--- src/rtl/sweep_pkg.sv ---
// Shared types for the sweep sequencer: the stimulus profile record, the fixed
// profile table and the sequencer FSM state encoding.
package sweep_pkg;

  typedef struct packed {
    logic [31:0] start_freq;
    logic [31:0] step;
    logic [31:0] am_step;
    logic [15:0] am_depth;
    logic        am_en;
  } profile_t;

  localparam profile_t PROFILES [4] = '{
    '{start_freq: 32'h0000_0500, step: 32'h0000_0000, am_step: 32'h0000_0000,
      am_depth: 16'd0,     am_en: 1'b0},
    '{start_freq: 32'h0000_0500, step: 32'h0000_0010, am_step: 32'h0000_0000,
      am_depth: 16'd0,     am_en: 1'b0},
    '{start_freq: 32'h0000_0500, step: 32'h0000_0000, am_step: 32'h0400_0000,
      am_depth: 16'd26214, am_en: 1'b1},
    '{start_freq: 32'h0000_0200, step: 32'h0000_0008, am_step: 32'h0100_0000,
      am_depth: 16'd16384, am_en: 1'b1}
  };

  typedef enum logic [2:0] {
    S_IDLE,
    S_LOAD,
    S_SETTLE,
    S_FIRE,
    S_RUN,
    S_GAP,
    S_DONE
  } state_t;

  function automatic logic is_busy(input state_t s);
    return (s == S_LOAD) || (s == S_SETTLE) || (s == S_FIRE) ||
           (s == S_RUN)  || (s == S_GAP);
  endfunction

endpackage

--- src/rtl/btn_debounce.sv ---
// Start-button conditioner: 2-flop synchroniser, stable-level debounce counter
// and a one-cycle pulse on the rising edge of the debounced level.
module btn_debounce #(
  parameter int DEBOUNCE_CYCLES = 1000
) (
  input  logic clk,
  input  logic rst_n,
  input  logic i_btn,
  output logic o_rise
);

  localparam int CW = $clog2(DEBOUNCE_CYCLES + 1);
  localparam logic [CW-1:0] CNT_LAST = CW'(DEBOUNCE_CYCLES - 1);

  logic          sync1_q, sync2_q;
  logic          level_q, level_d;
  logic          rise_q, rise_d;
  logic [CW-1:0] cnt_q, cnt_d;

  // Count consecutive cycles the synchronised input disagrees with the
  // debounced level; any agreement restarts the count.
  always_comb begin
    level_d = level_q;
    cnt_d   = '0;
    if (sync2_q != level_q) begin
      if (cnt_q == CNT_LAST) begin
        level_d = sync2_q;
      end else begin
        cnt_d = cnt_q + 1'b1;
      end
    end
    rise_d = level_d & ~level_q;
  end

  always_ff @(posedge clk or negedge rst_n) begin
    if (!rst_n) begin
      sync1_q <= 1'b0;
      sync2_q <= 1'b0;
      level_q <= 1'b0;
      rise_q  <= 1'b0;
      cnt_q   <= '0;
    end else begin
      sync1_q <= i_btn;
      sync2_q <= sync1_q;
      level_q <= level_d;
      rise_q  <= rise_d;
      cnt_q   <= cnt_d;
    end
  end

  assign o_rise = rise_q;

endmodule

--- src/rtl/sweep_sequencer.sv ---
// Run-time controller for the imit_signal generator: walks the profile table,
// loading config, holding reset, firing start and counting samples per profile.
module sweep_sequencer
  import sweep_pkg::*;
#(
  parameter int NUM_PROFILES     = 4,
  parameter int SAMPLES_PER_PROF = 1024,
  parameter int SETTLE_CYCLES    = 8,
  parameter int GAP_CYCLES       = 16,
  parameter int DEBOUNCE_CYCLES  = 1000,
  parameter int LOOP             = 0
) (
  input  logic        clk,
  input  logic        rst_n,
  input  logic        i_btn_start,
  input  logic        i_abort,
  input  logic        i_gen_valid,
  output logic        o_gen_rst,
  output logic        o_gen_start,
  output logic [31:0] o_start_freq,
  output logic [31:0] o_step,
  output logic [31:0] o_am_step,
  output logic [15:0] o_am_depth,
  output logic        o_am_en,
  output logic [1:0]  o_profile,
  output logic [15:0] o_sample_cnt,
  output logic        o_busy,
  output logic        o_done
);

  localparam int CNT_MAX = (SETTLE_CYCLES > GAP_CYCLES) ? SETTLE_CYCLES : GAP_CYCLES;
  localparam int CNT_W   = $clog2(CNT_MAX + 1);
  localparam logic [CNT_W-1:0] SETTLE_LAST = CNT_W'(SETTLE_CYCLES - 1);
  localparam logic [CNT_W-1:0] GAP_LAST    = CNT_W'((GAP_CYCLES > 0) ? GAP_CYCLES - 1 : 0);
  localparam logic [15:0]      SPP_LAST    = 16'(SAMPLES_PER_PROF - 1);
  localparam logic [1:0]       PROF_LAST   = 2'(NUM_PROFILES - 1);

  if (SAMPLES_PER_PROF < 1 || SAMPLES_PER_PROF > 65535) begin : g_bad_spp
    $error("SAMPLES_PER_PROF must be in 1..65535");
  end
  if (NUM_PROFILES < 1 || NUM_PROFILES > 4) begin : g_bad_np
    $error("NUM_PROFILES must be in 1..4");
  end
  if (SETTLE_CYCLES < 1) begin : g_bad_settle
    $error("SETTLE_CYCLES must be >= 1");
  end

  logic start_evt;

  btn_debounce #(.DEBOUNCE_CYCLES(DEBOUNCE_CYCLES)) u_btn (
    .clk    (clk),
    .rst_n  (rst_n),
    .i_btn  (i_btn_start),
    .o_rise (start_evt)
  );

  state_t           state_q, state_d;
  logic [1:0]       profile_q, profile_d;
  logic [CNT_W-1:0] cnt_q, cnt_d;
  logic [15:0]      sample_cnt_q, sample_cnt_d;
  profile_t         cfg_q, cfg_d;
  logic             gen_rst_q, gen_rst_d;
  logic             gen_start_q, gen_start_d;
  logic             busy_q, busy_d;
  logic             done_q, done_d;

  // Where the sequence goes once a profile (and its gap) is finished.
  state_t     adv_state;
  logic [1:0] adv_profile;

  always_comb begin
    adv_state   = S_LOAD;
    adv_profile = profile_q + 2'd1;
    if (profile_q >= PROF_LAST) begin
      adv_profile = (LOOP != 0) ? 2'd0 : profile_q;
      adv_state   = (LOOP != 0) ? S_LOAD : S_DONE;
    end
  end

  always_comb begin
    state_d      = state_q;
    profile_d    = profile_q;
    cnt_d        = cnt_q;
    sample_cnt_d = sample_cnt_q;
    cfg_d        = cfg_q;

    case (state_q)
      S_IDLE, S_DONE: begin
        if (start_evt) begin
          state_d   = S_LOAD;
          profile_d = 2'd0;
        end
      end
      S_LOAD: begin
        cfg_d   = PROFILES[profile_q];
        cnt_d   = '0;
        state_d = S_SETTLE;
      end
      S_SETTLE: begin
        if (cnt_q == SETTLE_LAST) state_d = S_FIRE;
        else                      cnt_d   = cnt_q + 1'b1;
      end
      S_FIRE: begin
        sample_cnt_d = '0;
        state_d      = S_RUN;
      end
      S_RUN: begin
        if (i_gen_valid) begin
          if (sample_cnt_q != 16'hFFFF) sample_cnt_d = sample_cnt_q + 16'd1;
          if (sample_cnt_q == SPP_LAST) begin
            if (GAP_CYCLES > 0) begin
              state_d = S_GAP;
              cnt_d   = '0;
            end else begin
              state_d   = adv_state;
              profile_d = adv_profile;
            end
          end
        end
      end
      S_GAP: begin
        if (cnt_q == GAP_LAST) begin
          state_d   = adv_state;
          profile_d = adv_profile;
        end else begin
          cnt_d = cnt_q + 1'b1;
        end
      end
      default: state_d = S_IDLE;
    endcase

    // Abort wins over everything else; progress and config are frozen.
    if (i_abort && is_busy(state_q)) begin
      state_d      = S_IDLE;
      profile_d    = profile_q;
      sample_cnt_d = sample_cnt_q;
      cfg_d        = cfg_q;
    end

    gen_rst_d   = !((state_d == S_FIRE) || (state_d == S_RUN));
    gen_start_d = (state_d == S_FIRE);
    busy_d      = is_busy(state_d);
    done_d      = (state_d == S_DONE);
  end

  always_ff @(posedge clk or negedge rst_n) begin
    if (!rst_n) begin
      state_q      <= S_IDLE;
      profile_q    <= '0;
      cnt_q        <= '0;
      sample_cnt_q <= '0;
      cfg_q        <= '0;
      gen_rst_q    <= 1'b1;
      gen_start_q  <= 1'b0;
      busy_q       <= 1'b0;
      done_q       <= 1'b0;
    end else begin
      state_q      <= state_d;
      profile_q    <= profile_d;
      cnt_q        <= cnt_d;
      sample_cnt_q <= sample_cnt_d;
      cfg_q        <= cfg_d;
      gen_rst_q    <= gen_rst_d;
      gen_start_q  <= gen_start_d;
      busy_q       <= busy_d;
      done_q       <= done_d;
    end
  end

  assign o_gen_rst    = gen_rst_q;
  assign o_gen_start  = gen_start_q;
  assign o_start_freq = cfg_q.start_freq;
  assign o_step       = cfg_q.step;
  assign o_am_step    = cfg_q.am_step;
  assign o_am_depth   = cfg_q.am_depth;
  assign o_am_en      = cfg_q.am_en;
  assign o_profile    = profile_q;
  assign o_sample_cnt = sample_cnt_q;
  assign o_busy       = busy_q;
  assign o_done       = done_q;

endmodule

--- config.mk ---
export PLATFORM = sky130hd
export DESIGN_NAME = sweep_sequencer
export DESIGN_NICKNAME = d
export VERILOG_FILES = /design/src/rtl/sweep_pkg.sv /design/src/rtl/btn_debounce.sv /design/src/rtl/sweep_sequencer.sv
export SDC_FILE = /design/constraint.sdc
export NUM_CORES = 1
export LEC_CHECK = 0
export ABC_AREA = 1
export CAP_MARGIN = 20
export CORE_MARGIN = 5
export CORE_UTILIZATION = 48
export DETAILED_ROUTE_END_ITERATION = 12
export GPL_TIMING_DRIVEN = 1
export PLACE_DENSITY = 0.87
export SYNTH_ARGS = -nofsm -noshare
export SYNTH_HDL_FRONTEND = slang
export SYNTH_HIERARCHICAL = 1
export SYNTH_SLANG_ARGS = --single-unit
--- constraint.sdc ---
create_clock -name clk -period 2.5 [get_ports clk]
set_clock_uncertainty 0.1 [all_clocks]
set_input_delay 0.5 -clock clk [delete_from_list [all_inputs] [get_ports clk]]
set_output_delay 0.5 -clock clk [all_outputs]
set_load 0.05 [all_outputs]
==> metrics.csv, run 1 <==
stage,metric,value,unit
final_layout,P&R area growth vs syn,5.67,%
pwr,VDD IR max,236,uV
critical_path,Setup Crit Path Kind,flop to output pin,
place,Setup WS pre-CTS,0.285,ns
detailed_routing,DR vias,2621,
global_routing,largest net degree at the start of global routing,27,
timing,Slew HR,0.626,
place,placed wire-length estimate,5.18,mm
global_routing,GRT Util Overall,0.141,
timing,RSZ-0062 raised after global routing,no,
floorplanning,Die Y,96.0,um
clock_network,CTS tree,done,
global_routing,gr ovfl total,0,
floorplanning,Die Width,96.0,um
final_layout,Final #Nets,510,
clock_network,post_cts resized,0,
timing,Final Hold Vio Count,0,
place,Port Buffers,42,
logic_synthesis,Async SR Flop Fraction,1.00,
final_layout,fin cells,597,
logic_synthesis,yosys warns,6,
timing,fmax,448,MHz
floorplanning,I/O pins,140,
timing,Worst Tran Pin Value,0.561,ns
final_layout,"most common cell after layout, fill and taps aside",nand2_1,
detailed_routing,DRC Markers,0,
critical_path,Top delay family on crit path,buffers and inverters,
timing,final setup vio count,0,
global_routing,vias in the first global route,2413,
floorplanning,row count,31,
clock_network,setup repair bufs after CTS,0,
critical_path,CP arrival,1.63,ns
floorplanning,Core ar.,7210,um2
critical_path,CP Max Fanout,9,
logic_synthesis,"EDFF count, synth",0,
clock_network,hold-fix buffers at CTS,0,
floorplanning,Die Area,9220,um2
logic_synthesis,Mean Syn Cell Area,7.69,um2
final_layout,Final Core Density,0.520,
logic_synthesis,register bit count reported by yosys,49,
critical_path,max incr delay on CP,0.86,ns
critical_path,"Critical Path, Cell by Cell",clkdlybuf4s50_1,
logic_synthesis,"Top FF cell, synth",dfrtp_1,
critical_path,CP endpoint kind,output pin,
clock_network,clk sink count,49,
detailed_routing,drt pass-1 iters,4,
detailed_routing,WL/cell,10.8,um
detailed_routing,vias per cell,4.39,
pwr,Pwr Density,484,nW/um2
place,GP Congestion,0.901,
critical_path,Startpoint Class,flop,
critical_path,worst path bufs/invs,1,
logic_synthesis,Synth cell types,31,
clock_network,CTS Root Cell,clkbuf_8,
global_routing,first-pass GRT wire length,10.5,mm
place,placed cells,589,
clock_network,CTS max path bufs,2,
detailed_routing,Detail Route Antenna Nets,0,
run_status,status,completed,
critical_path,required time of the critical path,1.90,ns
logic_synthesis,Mapped Area,3550,um2
floorplanning,Initial Util,0.492,
timing,fin. max-slew vios,0,
clock_network,Clock Pin Slew Worst Setup and Hold Paths,0.10,ns
critical_path,CP max stage cell,clkdlybuf4s50_1,
flow_run,maxcap violations,0,
detailed_routing,Iter 0 DRT Violations,176,
final_layout,antenna cell count,0,
detailed_routing,WL final,6.44,mm
timing,Setup WS post-layout,0.268,ns
global_routing,initial antenna violation count,0,
final_layout,share of cells above drive strength 1,0.0683,
pwr,LEAKAGE,1.84,nW
logic_synthesis,Mapped Cells,462,
final_layout,fill count,671,
min_path,min-delay worst type,input port to async pin,
clock_network,Num CTS Buffers,5,
final_layout,post-route cell area,3750,um2
clock_network,htree depth,2,
logic_synthesis,register area share after synthesis,0.346,
timing,Setup TNS Final,0,ns
timing,final worst-path cycle share,0.893,
clock_network,clk_lat worst skew,0.31,ns
place,placed cell area,3640,um2
timing,post-route minimum period,2.23,ns
final_layout,most frequent cells in the layout,"nand2_1, conb_1, nor2_1, dfrtp_1, clkdlybuf4s50_1",
## cells in the mapped netlist (all sizes together), types with 3 or more instances
cell,n,area [um2]
a21oi,4,20.0
buf,111,838
dfrtp,48,1200
ha,8,100
inv,39,146
nand2,109,417
nand3,30,195
nand3b,3,22.5
nand4,3,18.8
nor2,53,221
nor3,8,50.1
o21ai,27,150
xnor2,6,52.6
xor2,8,70.1
## metal layers
metal,part of all wire,wire [um],global-route usage,up-vias
li1,-,-,-,1306
met1,0.38,2460,0.161,1220
met2,0.54,3450,0.258,86
met3,0.071,458,0.0305,9
met4,0.012,78,0.0462,0
met5,0,0,0,-
## cell type report
type                    instances  area (um2)  area share
inverters                      39         146      0.0390
well taps                      99         124      0.0330
clock buffers                   7        86.3      0.0230
multi-input cells             358        1700       0.452
flip-flops and latches         49        1230       0.327
clock inverters                 1        30.0     0.00800
repair buffers                 44         443       0.118
## cell families after synthesis
kind of cell / share of synthesized area
AO/OA/AOI/OAI: 0.0479
XOR/XNOR: 0.0345
adder cells (fa/ha/maj): 0.0282
buffers and inverters: 0.278
flip-flops: 0.346
other: 0.00106
AND/OR/NAND/NOR: 0.264
## path summary, 6_finish.rpt
path                       depth (start not counted)  slack (ns)            start              end
min reg2reg                                        0        0.26    u_btn/sync1_q    u_btn/sync2_q
max in group asynchronous                          2        1.62            rst_n        o_gen_rst
min                                                1        0.07            rst_n         cnt_q[2]
max reg2reg                                       10        0.41  o_sample_cnt[0]  o_sample_cnt[0]
min in group clk                                   0        0.26    u_btn/sync1_q    u_btn/sync2_q
max                                                1        0.27   o_am_depth[13]    o_am_depth[2]
## metrics by stage
step,power [mW],hold slack (ns)
2_1_floorplan,1.32,0.104
3_3_place_gp,1.24,0.232
3_5_place_dp,1.24,0.240
4_1_cts,1.83,0.0915
5_1_grt,1.89,0.115
6_report,1.82,0.0729
## registers in the layout (all words and copies together) (netlist names)
| register | flops |
|---|---|
| cnt_q | 5 |
| o_profile | 2 |
| o_sample_cnt | 16 |
| o_busy | 1 |
| o_step | 1 |
| o_gen_rst | 1 |
| u_btn/sync2_q | 1 |
| state_q | 3 |
| o_done | 1 |
| o_gen_start | 1 |
| o_am_depth | 2 |
| o_start_freq | 2 |
| u_btn/level_q | 1 |
| u_btn/cnt_q | 10 |
| u_btn/sync1_q | 1 |
| u_btn/o_rise | 1 |
## where the power goes
part | internal, mW | switching, mW | leakage (nW) | total [mW]
logic | 0.0304 | 0.384 | 1.12 | 0.414
registers | 0.806 | 0.0124 | 0.660 | 0.818
clock network | 0.326 | 0.258 | 0.0585 | 0.584
Note: power is estimated with default switching activity, not from simulation.
==> run 2: changes to the inputs <==
Settings changed: SLEW_MARGIN set to 10.
==> results of run 2 <==
The final DEF is identical to that of run 1; final timing and power are the same.
